`src/rtl/cpu_pkg.sv`:
```
// cpu_pkg: shared fetch-stage types and constants (also used by the PC register)
package cpu_pkg;
    localparam int PC_W = 16;
    localparam int INSTR_BYTES = 2;
    localparam logic [PC_W-1:0] RESET_PC = 16'h0000;
    typedef enum logic [1:0] {S_REQ, S_WAIT, S_HALT} fetch_state_t;
endpackage

```
`src/rtl/fetch_ctrl.sv`:
```
// fetch_ctrl: next-PC sequencing, single-outstanding imem requests and a 1-entry decode buffer
module fetch_ctrl
    import cpu_pkg::*;
#(
    parameter int INSTR_BYTES = cpu_pkg::INSTR_BYTES,
    parameter int PC_W        = cpu_pkg::PC_W
) (
    input  logic            clk,
    input  logic            rst_n,
    input  logic [PC_W-1:0] pc,
    output logic [PC_W-1:0] pc_next,
    output logic            imem_req,
    output logic [PC_W-1:0] imem_addr,
    input  logic            imem_ready,
    input  logic            imem_rvalid,
    input  logic [15:0]     imem_rdata,
    output logic            instr_valid,
    output logic [15:0]     instr,
    output logic [PC_W-1:0] instr_pc,
    input  logic            dec_ready,
    input  logic            redirect,
    input  logic [PC_W-1:0] redirect_pc,
    input  logic            halt_in,
    output logic            halted
);
    fetch_state_t    state, state_d;
    logic            squash, squash_d, halted_d, accept, load, flush, valid_d;
    logic [PC_W-1:0] req_pc;

    // issue only when the buffer is free or draining; redirect beats accept, which beats hold
    always_comb begin
        imem_req  = state == S_REQ && !redirect && !halt_in && (!instr_valid || dec_ready);
        accept    = imem_req && imem_ready;
        imem_addr = pc;
        pc_next   = (redirect && state != S_HALT) ? (redirect_pc & ~PC_W'(1))
                  : accept ? pc + PC_W'(INSTR_BYTES) : pc;
    end

    // next state: redirect outranks halt (a HLT beside a redirect is wrong-path), halt outranks responses
    always_comb begin
        state_d  = state;
        squash_d = squash;
        halted_d = halted;
        load     = 1'b0;
        flush    = 1'b0;
        if (state != S_HALT) begin
            if (redirect) begin
                flush    = 1'b1;
                squash_d = state == S_WAIT && !imem_rvalid;
                state_d  = squash_d ? S_WAIT : S_REQ;
            end else if (halt_in) begin
                flush    = 1'b1;
                squash_d = 1'b0;
                halted_d = 1'b1;
                state_d  = S_HALT;
            end else if (state == S_WAIT && imem_rvalid) begin
                load     = !squash;
                squash_d = 1'b0;
                state_d  = S_REQ;
            end else if (accept) begin
                state_d = S_WAIT;
            end
        end
        valid_d = load || (instr_valid && !flush && !dec_ready);
    end

    // control state register
    always_ff @(posedge clk or negedge rst_n) begin
        if (!rst_n) begin
            state  <= S_REQ;
            squash <= 1'b0;
            halted <= 1'b0;
        end else begin
            state  <= state_d;
            squash <= squash_d;
            halted <= halted_d;
        end
    end

    // decode buffer and the address of the request in flight
    always_ff @(posedge clk or negedge rst_n) begin
        if (!rst_n) begin
            instr_valid <= 1'b0;
            instr       <= '0;
            instr_pc    <= RESET_PC;
            req_pc      <= RESET_PC;
        end else begin
            instr_valid <= valid_d;
            if (load) begin
                instr    <= imem_rdata;
                instr_pc <= req_pc;
            end
            if (accept)
                req_pc <= pc;
        end
    end
endmodule
```
`config.mk`:
```
export PLATFORM = sky130hd
export DESIGN_NAME = fetch_ctrl
export DESIGN_NICKNAME = d
export VERILOG_FILES = /design/src/rtl/cpu_pkg.sv /design/src/rtl/fetch_ctrl.sv
export SDC_FILE = /design/constraint.sdc
export NUM_CORES = 1
export LEC_CHECK = 0
export ABC_AREA = 1
export CAP_MARGIN = 20
export CORE_ASPECT_RATIO = 1.25
export CORE_MARGIN = 5
export CORE_UTILIZATION = 46
export CTS_BUF_LIST = sky130_fd_sc_hd__clkbuf_4 sky130_fd_sc_hd__clkbuf_8 sky130_fd_sc_hd__clkbuf_16
export DETAILED_ROUTE_END_ITERATION = 8
export PLACE_DENSITY = 0.87
export SETUP_SLACK_MARGIN = 0.3
export SLEW_MARGIN = 20
export SYNTH_ARGS = -nofsm -noshare
export SYNTH_HDL_FRONTEND = slang
export SYNTH_SLANG_ARGS = --single-unit
```
`constraint.sdc`:
```
create_clock -name clk -period 2.94 [get_ports clk]
set_input_delay 0.441 -clock clk [delete_from_list [all_inputs] [get_ports clk]]
set_output_delay 0.441 -clock clk [all_outputs]
set_load 0.02 [all_outputs]
```
# == After elaboration in Yosys (flattened, before gate mapping) ==
# Index checks and enable logic that the tools add are counted.
# totals
regBits,53
latch_bits,0
ram_bits,0
mem_bits_ro,0
inputBits,55
out_inout_bits,67
elab_cells,52
memories,0
# op_classes
n_addsub,1
mul,0
div_mod_pow,0
magnitude_cmp,0
n_eq_ne,2
shift,0
n_mux,17
bitwise_logic,1
n_reduce_logical,24
# ops
operator,n
$mux W16,2
$add A16 B2 Y16 const B,1
$mux W1,11
$logic_and A1 B1 Y1,9
$mux W2,4
$logic_not A1 Y1,7
$reduce_and A2 Y1,2
$reduce_bool A4 Y1,1
$reduce_and A3 Y1,1
$reduce_bool A3 Y1,1
$eq A2 B1 Y1 const B,1
$logic_not A2 Y1,1
$logic_or A1 B1 Y1,2
$ne A2 B2 Y1 const B,1
$not A1 Y1,1

# == Logic depth before layout (Yosys ltp) ==
# depth
depth_word,9
depth_mapped,10
depth_no_buf,10

# == Least setup slack after synthesis ==
# No wires, ideal clock.
# synth_timing
path_kind,input to output
start,in halt_in
end,out pc_next[3]
arrival_time_ns,1.494
t_required_ns,2.499
slack_ns,1.005
stages,6
n_path_buf,1
path_cell_list,nor2_4 nand3_2 nor2_4 buf_4 nand2_1 a31oi_1
# synth_via
elab_chain_cells,6
# synth_lines
element,line_no,source
from (decl),fetch_ctrl.sv:23,"input logic halt_in,"
$logic_not A1 Y1,fetch_ctrl.sv:32,imem_req = state == S_REQ && !redirect && !halt_in && (!instr_valid || dec_ready);
$logic_and A1 B1 Y1 (2 in series),fetch_ctrl.sv:32,
$logic_and A1 B1 Y1,fetch_ctrl.sv:33,accept = imem_req && imem_ready;
$mux W16,fetch_ctrl.sv:36,: accept ? pc + PC_W'(INSTR_BYTES) : pc;
$mux W16,fetch_ctrl.sv:35,pc_next = (redirect && state != S_HALT) ? (redirect_pc & ~PC_W'(1))
to (decl),fetch_ctrl.sv:11,"output logic [PC_W-1:0] pc_next,"
# No other way between the ends.

# == Final worst setup path ==
# layout_timing
start,in halt_in
end,out pc_next[14]
# The elaborated chain is that of the path after synthesis.

==> out/qor.yml <==
place_congestion: 0.829
grt_remaining_overflow: 0
fin_nets: 518
cts.reportedPaths.clkPinSlew_ns: 0.09
path_buf_inv: 3
irDropWorstVdd_mv: 0.232
slew_viol_final: 0
synth-edff-count: 0
cpPeakStageDelay_ns: 0.46
clk_latency_ns: 0.30
setup_violations: 0
tns_ns: 0
grt_max_degree: 50
status: "completed"
layout_common_cells: "nand2_1, clkdlybuf4s50_1, dfrtp_1"
grt_pass1_wl_um: 11600
hold_buffers: 0
synth_top_family_by_area: "simple AND/OR/NAND/NOR gates"
die_w_um: 79.7
track_usage_pct: 18.5
num_rows: 31
power_leakage_nw: 2.08
viasPerCell: 4.83
slew_headroom_pct: 68.6
worstPathArrival_ns: 2.10
synth-xor-area-share_pct: 0.627
yosys.area_share.simple_pct: 24.2
totalPowerFinal_mw: 1.44
h-tree-depth: 2
avgSynthCellArea_sq_um: 8.05
layout_commonest_cell: "nand2_1"
drt_iter0_markers: 100
netlist_area_sq_um: 2790
cp_slowest_cell: "clkdlybuf4s50_1"
postCtsSetupBuffers: 0
synth_flop_cell: "dfrtp_1"
die_area_sq_um: 7740
min_period_ns: 2.54
finalHoldViolations: 0
fillCellCount: 440
synth_top_area_cell: "dfrtp_1"
area_delta_synth_final_pct: 47.6
grt_pass1_vias: 2630
worst_pin_slew_ns: 0.471
path_delay_family: "buffers and inverters"
cts_tree: "yes"
drt-wirelength-per-cell_um: 12.8
endpoint_kind: "primary output"
portBuffers: 120
path_class: "input pin to primary output"
wl_um: 7000
drt-met1-wl_um: 2680
synth_fa_ha_area_share_pct: 0.448
drive_gt1_share_pct: 11.9
rsz0062_at_grt: "no"
clockBufferDepth: 2
drv_cap: 0
crit_path_start_kind: "input pin"
initial_core_util_pct: 47.7
worstHoldPathType: "input pin to async pin"
crit_path_max_fanout: 25
skew_ns: 0.00547
drc: 0
yosys.area.top_type_share_pct: 47.5
cp.required_ns: 2.50
yosysSeqAreaShare_pct: 47.5
synthTopCellsByArea: "dfrtp_1, nand2_1, inv_1"
vias: 2635
ios: 122
synthCells: 347
antenna_left: 0
route.met3.wl_um: 517
post-route-period-util_pct: 86.3
ys_ff_latch: 53
dp_hpwl_um: 5480
synth.area.mux_share_pct: 6.45
power_density_nw_per_um2: 350
postSynth.asyncResetShare_pct: 100
wl_met2_um: 3670
fin_hold_ws_ns: 0.0795
synth_cell_type_count: 27
synth_warnings: 0
drt_first_pass_iters: 5
syn-num-nets: 403
highest_layer: "met4"
cts_made_buffers: 5
chipHeight_um: 97.1
fmax_ghz: 0.394
crit_chain: "clkdlybuf4s50_1, nor2_4, nand3_2, nor2_4, buf_12, nand3_1, nand2_1, nand3_1, nand2_1, dlygate4sd2_1"
antenna_found_initial: 0
cts-root-buf: "clkbuf_8"
core-area_sq_um: 5860
synth-compound-area-share_pct: 7.66
n_antenna_cell: 0
cts.sinks: 53
## stage by stage
stage | cell area (sq um) | setup WS [ns] | cells | util (%)
floorplan | 2790 | 1.00 | 347 | -
global placement | 4040 | 0.120 | 537 | 69.0
detailed placement | 4040 | 0.0871 | 537 | 69.0
CTS | 4140 | 0.348 | 545 | 70.7
global route | 4130 | 0.304 | 545 | 70.4
finish | 4130 | 0.402 | 545 | 70.4
## routing by layer
| metal | vias to the layer above | GRT usage, % |
|---|---|---|
| li1 | 1310 | - |
| met1 | 1223 | 21.1 |
| met2 | 94 | 33.1 |
| met3 | 8 | 3.34 |
| met4 | 0 | 7.80 |
| met5 | - | 0 |
## path summary, 6_finish.rpt
check                               from     endpoint  slack [ns]  cells past startpoint
worst max-delay path             halt_in  pc_next[14]        0.40                     10
worst min-delay path               rst_n       halted        0.08                      1
worst max register to register  state[0]     instr[9]        1.39                      5
worst min register to register    halted       halted        0.48                      2
max in group asynchronous          rst_n   req_pc[14]        2.11                      2
min in group clk                  halted       halted        0.48                      2
## layout make-up
cell class	instances	area, sq um	area share (%)
clock buffer	6	82.6	2.00
clock inverter	2	37.5	0.910
inverter	48	180	4.37
multi-input combinational	218	1110	26.8
sequential	53	1330	32.2
tap	82	103	2.49
timing repair buffer	136	1290	31.3
## logic make-up (layout without fill, tap and decap cells)
| family | after synthesis | after routing |
|---|---|---|
| multiplexers | 16 | 16 |
| XOR/XNOR | 2 | 2 |
| flip-flops | 53 | 53 |
| buffers and inverters | 76 | 192 |
| AO/OA/AOI/OAI | 42 | 42 |
| AND/OR/NAND/NOR | 157 | 157 |
| adder cells (fa/ha/maj) | 1 | 1 |
## worst register-to-register path: stages (launching register included)
cell	delay, ns
dfrtp_1	0.42
inv_1	0.11
nor2_2	0.05
nand4_2	0.06
buf_4	0.39
mux2_2	0.41
## sequential cells by signal (all words and copies together), names as in the netlist
signal and cells:
squash 1, req_pc 16, instr 16, instr_pc 16, state 2, halted 1
instr_valid 1
## where the power goes
part	switching, mW	leakage [nW]	internal, mW
registers	0	0.641	0.728
logic	0.103	1.38	0.111
clock network	0.223	0.0574	0.277
## Yosys cell counts (2+ instances only)
cell type / count
nand4_1: 6
nand3_1: 23
o21ai_0: 35
nor2_4: 2
buf_4: 18
mux2_2: 15
clkbuf_1: 4
inv_1: 48
nor2_2: 2
nand2_1: 105
nor2_1: 13
buf_2: 5
nor3_1: 2
a21oi_1: 4
dfrtp_1: 53
## repair_timing
| item | in CTS | in global routing |
|---|---|---|
| endpoints found under the setup margin | 15 | 9 |
| gates resized for setup | 15 | 19 |
| endpoints found under the hold margin | 0 | 0 |
Note: power is estimated with default switching activity, not from simulation.
